## src/rtl/ps2_pkg.sv

```systemverilog
// ============================================================================
// Module : ps2_pkg
// Brief  : Shared Set-2 byte constants, decoder states and the key-event record.
// Rev    : 1.0 - initial release
// ============================================================================
`default_nettype none

package ps2_pkg;

   localparam logic [7:0] PS2_E0     = 8'hE0;
   localparam logic [7:0] PS2_E1     = 8'hE1;
   localparam logic [7:0] PS2_F0     = 8'hF0;
   localparam logic [7:0] PS2_BAT_OK = 8'hAA;
   localparam logic [7:0] PS2_ACK    = 8'hFA;
   localparam logic [7:0] PS2_RESEND = 8'hFE;
   localparam logic [7:0] PS2_ECHO   = 8'hEE;
   localparam logic [7:0] PS2_ERR0   = 8'h00;
   localparam logic [7:0] PS2_ERRF   = 8'hFF;

   localparam logic [7:0] PS2_LSHIFT  = 8'h12;
   localparam logic [7:0] PS2_RSHIFT  = 8'h59;
   localparam logic [7:0] PS2_CAPS    = 8'h58;
   localparam logic [2:0] PS2_E1_TAIL = 3'd7;

   typedef enum logic [2:0] {
      ST_IDLE = 3'd0,
      ST_E0   = 3'd1,
      ST_F0   = 3'd2,
      ST_E0F0 = 3'd3,
      ST_SKIP = 3'd4
   } ps2_state_t;

   typedef struct packed {
      logic [7:0] scan_code;
      logic       extended;
      logic       shift_mode;
      logic       released;
   } ps2_event_t;

   // Keyboard-to-host status bytes that never carry a key code.
   function automatic logic is_status_byte(input logic [7:0] b);
      return (b == PS2_BAT_OK) || (b == PS2_ACK)  || (b == PS2_RESEND) ||
             (b == PS2_ECHO)   || (b == PS2_ERR0) || (b == PS2_ERRF);
   endfunction

endpackage

`default_nettype wire

```

## src/rtl/ps2_event_slot.sv

```systemverilog
// ============================================================================
// Module : ps2_event_slot
// Brief  : One-entry valid/ready holding register; flags events dropped when full.
// Rev    : 1.0 - initial release
// ============================================================================
`default_nettype none

module ps2_event_slot
   import ps2_pkg::*;
(
   input  logic       clk,
   input  logic       rst,
   input  logic       load,
   input  ps2_event_t load_evt,
   input  logic       key_ready,
   output logic       key_valid,
   output ps2_event_t held_evt,
   output logic       overflow
);

   logic       r_valid;
   ps2_event_t r_evt;
   logic       r_overflow;
   logic       w_accept;

   // A transfer in the same cycle frees the slot, so the new event loads without a bubble.
   assign w_accept = load && (!r_valid || key_ready);

   always_ff @(posedge clk or posedge rst) begin
      if (rst) begin
         r_valid    <= 1'b0;
         r_evt      <= '0;
         r_overflow <= 1'b0;
      end else begin
         r_overflow <= load && r_valid && !key_ready;
         if (w_accept) begin
            r_valid <= 1'b1;
            r_evt   <= load_evt;
         end else if (key_ready) begin
            r_valid <= 1'b0;
         end
      end
   end

   assign key_valid = r_valid;
   assign held_evt  = r_evt;
   assign overflow  = r_overflow;

endmodule

`default_nettype wire

```

## src/rtl/ps2_scan_decoder.sv

```systemverilog
// ============================================================================
// Module : ps2_scan_decoder
// Brief  : Strips E0/F0 prefixes from Set-2 bytes, tracks shift, skips Pause.
//          Optional caps-lock tracking: PS2_SCAN_DECODER_CAPS_LOCK_EN.
// Rev    : 1.0 - initial release
// ============================================================================
`default_nettype none

module ps2_scan_decoder
   import ps2_pkg::*;
#(
   parameter int TIMEOUT_CYCLES = 1_000_000,
   parameter bit EMIT_BREAK     = 1'b0
) (
   input  logic       clk,
   input  logic       rst,
   input  logic [7:0] rx_data,
   input  logic       rx_valid,
   input  logic       rx_error,
   input  logic       key_ready,
   output logic       key_valid,
   output logic [7:0] scan_code,
   output logic       extended,
   output logic       shift_mode,
   output logic       released,
   output logic       overflow
`ifdef PS2_SCAN_DECODER_CAPS_LOCK_EN
   ,
   output logic       caps_lock
`endif
);

   localparam int                 c_TMO_W    = (TIMEOUT_CYCLES > 2) ? $clog2(TIMEOUT_CYCLES) : 1;
   localparam logic [c_TMO_W-1:0] c_TMO_LAST = c_TMO_W'(TIMEOUT_CYCLES - 1);
   localparam logic [c_TMO_W-1:0] c_TMO_ONE  = c_TMO_W'(1);

   ps2_state_t         r_state;
   ps2_state_t         w_state_nxt;
   logic [2:0]         r_skip_cnt;
   logic [2:0]         w_skip_nxt;
   logic [c_TMO_W-1:0] r_tmo_cnt;
   logic               r_lshift;
   logic               r_rshift;
   logic               w_lshift_nxt;
   logic               w_rshift_nxt;
   logic               w_timeout;
   logic               w_proc;
   logic               w_proc_ext;
   logic               w_proc_brk;
   logic               w_load;
   ps2_event_t         w_evt;
   ps2_event_t         w_held;

`ifdef PS2_SCAN_DECODER_CAPS_LOCK_EN
   logic               r_caps_lock;
   logic               r_caps_held;
   logic               w_caps_lock_nxt;
   logic               w_caps_held_nxt;
`endif

   assign w_timeout = (r_state != ST_IDLE) && (r_tmo_cnt == c_TMO_LAST);

   always_ff @(posedge clk or posedge rst) begin
      if (rst) begin
         r_state    <= ST_IDLE;
         r_skip_cnt <= '0;
         r_lshift   <= 1'b0;
         r_rshift   <= 1'b0;
`ifdef PS2_SCAN_DECODER_CAPS_LOCK_EN
         r_caps_lock <= 1'b0;
         r_caps_held <= 1'b0;
`endif
      end else begin
         r_state    <= w_state_nxt;
         r_skip_cnt <= w_skip_nxt;
         r_lshift   <= w_lshift_nxt;
         r_rshift   <= w_rshift_nxt;
`ifdef PS2_SCAN_DECODER_CAPS_LOCK_EN
         r_caps_lock <= w_caps_lock_nxt;
         r_caps_held <= w_caps_held_nxt;
`endif
      end
   end

   // Idle timer: only advances while a prefix is pending and no byte arrives.
   always_ff @(posedge clk or posedge rst) begin
      if (rst) begin
         r_tmo_cnt <= '0;
      end else if (rx_valid || rx_error || (r_state == ST_IDLE) || w_timeout) begin
         r_tmo_cnt <= '0;
      end else begin
         r_tmo_cnt <= r_tmo_cnt + c_TMO_ONE;
      end
   end

   always_comb begin
      w_state_nxt = r_state;
      w_skip_nxt  = r_skip_cnt;
      w_proc      = 1'b0;
      w_proc_ext  = 1'b0;
      w_proc_brk  = 1'b0;
      if (rx_error) begin
         w_state_nxt = ST_IDLE;
         w_skip_nxt  = '0;
      end else if (rx_valid) begin
         case (r_state)
            ST_IDLE: begin
               if (rx_data == PS2_E0) begin
                  w_state_nxt = ST_E0;
               end else if (rx_data == PS2_F0) begin
                  w_state_nxt = ST_F0;
               end else if (rx_data == PS2_E1) begin
                  w_state_nxt = ST_SKIP;
                  w_skip_nxt  = PS2_E1_TAIL;
               end else if (!is_status_byte(rx_data)) begin
                  w_proc = 1'b1;
               end
            end
            ST_E0: begin
               if (rx_data == PS2_F0) begin
                  w_state_nxt = ST_E0F0;
               end else if (rx_data == PS2_E0) begin
                  w_state_nxt = ST_E0;
               end else if (rx_data == PS2_E1) begin
                  w_state_nxt = ST_SKIP;
                  w_skip_nxt  = PS2_E1_TAIL;
               end else begin
                  w_proc      = 1'b1;
                  w_proc_ext  = 1'b1;
                  w_state_nxt = ST_IDLE;
               end
            end
            ST_F0: begin
               w_proc      = 1'b1;
               w_proc_brk  = 1'b1;
               w_state_nxt = ST_IDLE;
            end
            ST_E0F0: begin
               w_proc      = 1'b1;
               w_proc_ext  = 1'b1;
               w_proc_brk  = 1'b1;
               w_state_nxt = ST_IDLE;
            end
            ST_SKIP: begin
               if (r_skip_cnt <= 3'd1) begin
                  w_skip_nxt  = '0;
                  w_state_nxt = ST_IDLE;
               end else begin
                  w_skip_nxt  = r_skip_cnt - 3'd1;
               end
            end
            default: begin
               w_state_nxt = ST_IDLE;
               w_skip_nxt  = '0;
            end
         endcase
      end else if (w_timeout) begin
         w_state_nxt = ST_IDLE;
         w_skip_nxt  = '0;
      end
   end

   // Shift/caps bookkeeping and event qualification for a fully decoded code.
   always_comb begin
      w_lshift_nxt         = r_lshift;
      w_rshift_nxt         = r_rshift;
      w_load               = 1'b0;
      w_evt.scan_code      = rx_data;
      w_evt.extended       = w_proc_ext;
      w_evt.shift_mode     = r_lshift | r_rshift;
      w_evt.released       = w_proc_brk;
`ifdef PS2_SCAN_DECODER_CAPS_LOCK_EN
      w_caps_lock_nxt      = r_caps_lock;
      w_caps_held_nxt      = r_caps_held;
`endif
      if (w_proc) begin
         if (!w_proc_ext && (rx_data == PS2_LSHIFT)) begin
            w_lshift_nxt = !w_proc_brk;
         end else if (!w_proc_ext && (rx_data == PS2_RSHIFT)) begin
            w_rshift_nxt = !w_proc_brk;
         end else if (w_proc_ext && ((rx_data == PS2_LSHIFT) || (rx_data == PS2_RSHIFT))) begin
            // fake shifts surrounding extended keys carry no information
            w_load = 1'b0;
`ifdef PS2_SCAN_DECODER_CAPS_LOCK_EN
         end else if (!w_proc_ext && (rx_data == PS2_CAPS)) begin
            if (w_proc_brk) begin
               w_caps_held_nxt = 1'b0;
            end else begin
               if (!r_caps_held) begin
                  w_caps_lock_nxt = !r_caps_lock;
               end
               w_caps_held_nxt = 1'b1;
            end
`endif
         end else begin
            w_load = !w_proc_brk || EMIT_BREAK;
         end
      end
   end

   ps2_event_slot u_slot (
      .clk       (clk),
      .rst       (rst),
      .load      (w_load),
      .load_evt  (w_evt),
      .key_ready (key_ready),
      .key_valid (key_valid),
      .held_evt  (w_held),
      .overflow  (overflow)
   );

   assign scan_code  = w_held.scan_code;
   assign extended   = w_held.extended;
   assign shift_mode = w_held.shift_mode;
   assign released   = w_held.released;

`ifdef PS2_SCAN_DECODER_CAPS_LOCK_EN
   assign caps_lock = r_caps_lock;
`endif

endmodule

`default_nettype wire
```

## config.mk

```make
export PLATFORM = sky130hd
export DESIGN_NAME = ps2_scan_decoder
export DESIGN_NICKNAME = d
export VERILOG_FILES = /design/src/rtl/ps2_pkg.sv /design/src/rtl/ps2_event_slot.sv /design/src/rtl/ps2_scan_decoder.sv
export SDC_FILE = /design/constraint.sdc
export NUM_CORES = 1
export LEC_CHECK = 0
export CAP_MARGIN = 5
export CORE_UTILIZATION = 30
export DETAILED_ROUTE_END_ITERATION = 12
export HOLD_SLACK_MARGIN = 0.03
export SLEW_MARGIN = 20
export SYNTH_ARGS = -nofsm -noshare
export SYNTH_HDL_FRONTEND = slang
export SYNTH_SLANG_ARGS = --single-unit
export TNS_END_PERCENT = 1
```

## constraint.sdc

```tcl
create_clock -name clk -period 5 [get_ports clk]
set_input_delay 0.75 -clock clk [delete_from_list [all_inputs] [get_ports clk]]
set_output_delay 0.75 -clock clk [all_outputs]
set_load 0.1 [all_outputs]
```

==> parameters.txt <==
Parameter                              Value

Timing
  Setup-violating endpoint count in the final report ... 0
  Final critical delay including setup and external delays ... 2.82 ns
  Highest clock frequency the design can meet ... 355 MHz
  Transition time at the pin with the least slew margin ... 0.982 ns
  Post-Route Skew ... 0.00728 ns
  Setup TNS Final ... 0 ns
  Slew HR ... 34.4%
  Slew Limit Fails ... 0
  Final critical-path share of the clock period ... 56.4%
  Unrepaired setup endpoints after global routing ... false
  Crit path setup slack, layout ... 2.18 ns
  Final hold vios ... 0

Placed design
  # port buffers ... 25
  Worst setup slack after placement ... 1.85 ns
  Placed cell area ... 0.00255 mm^2
  Placer congestion estimate ... 0.809
  Cell total after placement ... 340
  Detailed Place HPWL ... 3.14 mm

Worst setup path
  R2r setup slk ... 2.51 ns
  Arrival time of the worst setup path ... 3.00 ns
  Crit-path max FO ... 11
  CP top delay family ... compound AO/OA/AOI/OAI gates
  Worst path buffer plus inverter count ... 1
  Element type at the critical path end ... flop
  Delay of the slowest cell on the worst path ... 0.62 ns
  Worst path required time ... 5.18 ns
  Start of the worst register-to-register path ... r_state[2]
  R2R depth ... 5
  Cell breakdown of the critical path ... clkdlybuf4s50_1, o21ba_2, a211oi_1, o211ai_2, a21oi_2, mux2_2
  Path type of the worst setup path ... input pin to flop
  Cell at the slowest stage of the critical path ... sky130_fd_sc_hd__a21oi_2
  Kind of launch point of the worst setup path ... input pin
  Endpoint of the worst register-to-register path ... u_slot.held_evt[9]

Drt
  DRC ... 0
  Antenna viol nets, final ... 0
  Routed Wire Length ... 4.37 mm
  Initial detailed-routing violation count ... 79
  Routed len/inst ... 12.6 um
  Via density per instance ... 4.84
  First-pass DRT Iterations ... 4
  Total number of vias ... 1678

Clock network
  Clock insertion delay at the later pin of the skew report ... 0.29 ns
  Number of hold buffers added after cts ... 0
  Clock root cell ... sky130_fd_sc_hd__clkbuf_8
  Max Buffers Root-to-Sink ... 2
  CTS tree ... built
  Total number of H-tree levels ... 2
  Quantity of gates resized following cts ... 0
  Number of clock buffers inserted by TritonCTS ... 5
  Number of buffers inserted by post-CTS setup repair ... 0
  Clock transition at the registers of the reported paths ... 0.08 ns
  Clk sink count ... 41

Die
  Core region area ... 0.00694 mm^2
  Rows ... 30
  Effective utilization at floorplan ... 31.8%
  Top-level port count ... 26
  Die H ... 87.8 um
  Die width ... 87.8 um
  Die outline area ... 0.00771 mm^2

Min path
  Classification of the worst-slack hold path ... flop to flop
  WHS Path Cells ... 1
  Startpoint of the most critical hold path ... r_tmo_cnt[0]
  Endpoint of the worst hold-timing path ... r_tmo_cnt[0]

Layout
  Area Overhead vs Synth ... 20.1%
  Net count, final ... 267
  # diodes ... 0
  Final cell count without fillers ... 347
  FILL cells ... 703
  Post-route cell area ... 0.00265 mm^2
  Layout cells sized above 1 ... 10.8%

Synthesis
  Post-synthesis cell area ... 0.00221 mm^2
  Dominant cells by area after synthesis ... sky130_fd_sc_hd__dfrtp_1, sky130_fd_sc_hd__nor2_1, sky130_fd_sc_hd__mux2_4
  Post-synth top cells ... sky130_fd_sc_hd__dfrtp_1, sky130_fd_sc_hd__nor2_1, sky130_fd_sc_hd__nand3_1
  Number of flops mapped to enable cells by yosys ... 0
  Synth warn ... 0
  Leading cell type by number of instances after synthesis ... sky130_fd_sc_hd__dfrtp_1
  Number of nets produced by synthesis ... 240
  Synth Instances ... 224
  Area fraction of the dominant cell type after synthesis ... 46.4%
  Cell type with the largest total area after synthesis ... sky130_fd_sc_hd__dfrtp_1
  Register area share after synthesis ... 46.4%
  Syn_area_per_cell ... 9.86 um^2
  Primary FF master, synth ... sky130_fd_sc_hd__dfrtp_1
  Synth async-reset ratio ... 100%
  Cell variety after synth ... 51
  Post-synthesis register bit count ... 41

Global routing
  Overall track demand over capacity in global routing ... 13.0%
  Largest net degree at the start of global routing ... 42
  Vias in the first global route ... 1696
  Global-route wire length before repair ... 7.83 mm
  Number of antenna violations at the first check in global routing ... 0
  Congestion Overflow GR ... 0

Power
  Reported leakage power ... 1.07 nW
  Power density over the cells ... 368 mW/mm^2
  Worst IR Drop VDD ... 271 uV

Run status
  Run status ... finished, final reports clean

Flow run
  Max-cap check violation count ... 0
==> sequential cells by signal (all words and copies together), names as in the netlist <==
signal and flops:
r_tmo_cnt 20, u_slot.held_evt 11, r_skip_cnt 3, r_state 3, r_lshift 1, r_rshift 1, u_slot.key_valid 1, u_slot.overflow 1
==> placed cells by master, fill, tap and decap left out, types with 5 or more instances in the layout <==
| cell | count |
|---|---|
| sky130_fd_sc_hd__nand4_1 | 6 |
| sky130_fd_sc_hd__inv_1 | 12 |
| sky130_fd_sc_hd__clkdlybuf4s50_1 | 25 |
| sky130_fd_sc_hd__nand3_1 | 15 |
| sky130_fd_sc_hd__nor2_1 | 39 |
| sky130_fd_sc_hd__xor2_1 | 6 |
| sky130_fd_sc_hd__xnor2_1 | 12 |
| sky130_fd_sc_hd__nand2_1 | 13 |
| sky130_fd_sc_hd__clkbuf_8 | 5 |
| sky130_fd_sc_hd__dfrtp_1 | 41 |
| sky130_fd_sc_hd__a21oi_1 | 5 |
| sky130_fd_sc_hd__o21ai_0 | 6 |
| sky130_fd_sc_hd__mux2_4 | 7 |
==> worst register-to-register path: stages (launching register included) <==
cell	delay [ns]
sky130_fd_sc_hd__dfrtp_1	0.51
sky130_fd_sc_hd__or3_1	0.55
sky130_fd_sc_hd__a31oi_2	0.20
sky130_fd_sc_hd__o211ai_2	0.11
sky130_fd_sc_hd__a21oi_2	0.62
sky130_fd_sc_hd__mux2_2	0.40
==> power breakdown <==
part	internal [W]	total (W)	switching, W
Combinational	0.0000966	0.000337	0.000241
Clock	0.000145	0.000257	0.000112
Sequential	0.000361	0.000382	0.0000210
Total	0.000603	0.000976	0.000374
==> cell families (layout without fill, tap and decap cells) <==
kind of cell | after synthesis | count (layout) | share of synthesized area (%)
AO/OA/AOI/OAI | 29 | 29 | 9.63
XOR/XNOR | 18 | 18 | 7.13
adder cells (fa/ha/maj) | 3 | 3 | 1.70
buffers and inverters | 19 | 46 | 4.08
flip-flops | 41 | 41 | 46.4
multiplexers | 12 | 12 | 7.25
AND/OR/NAND/NOR | 102 | 102 | 23.8
==> final cells by class <==
cell class / count / area, um^2 / area share [%]
Tap cell: 96 / 120 / 4.53
Clock inverter: 2 / 35.0 / 1.32
Sequential cell: 41 / 1030 / 38.7
Timing Repair Buffer: 27 / 265 / 10.0
Multi-Input combinational cell: 164 / 1090 / 41.2
Clock buffer: 5 / 68.8 / 2.59
Inverter: 12 / 45.0 / 1.70
==> per-stage QoR <==
| stage | power (W) | hold WS, ns | utilization [%] |
|---|---|---|---|
| floorplan | 0.000645 | 0.424 | - |
| global placement | 0.000727 | 0.440 | 36.7 |
| detailed placement | 0.000725 | 0.460 | 36.7 |
| CTS | 0.000990 | 0.471 | 38.2 |
| global route | 0.00102 | 0.499 | 38.2 |
| finish | 0.000976 | 0.463 | 38.2 |
==> worst max-delay path by stage <==
stage          depth (start not counted)             endpoint       start
3_5_place_dp                           6   u_slot.held_evt[9]  rx_data[0]
3_3_place_gp                           6   u_slot.held_evt[9]  rx_data[0]
2_1_floorplan                          7  u_slot.held_evt[10]  rx_data[4]
5_1_grt                                6   u_slot.held_evt[9]  rx_data[0]
4_1_cts                                6   u_slot.held_evt[9]  rx_data[0]
6_report                               6   u_slot.held_evt[9]  rx_data[0]
==> metal layers <==
layer	part of all wire [%]	GRT usage (%)
met5	0	0
met4	0.91	3.58
met3	4.1	3.86
met2	44	20.2
met1	51	17.7
(Power assumes the default switching activity.)
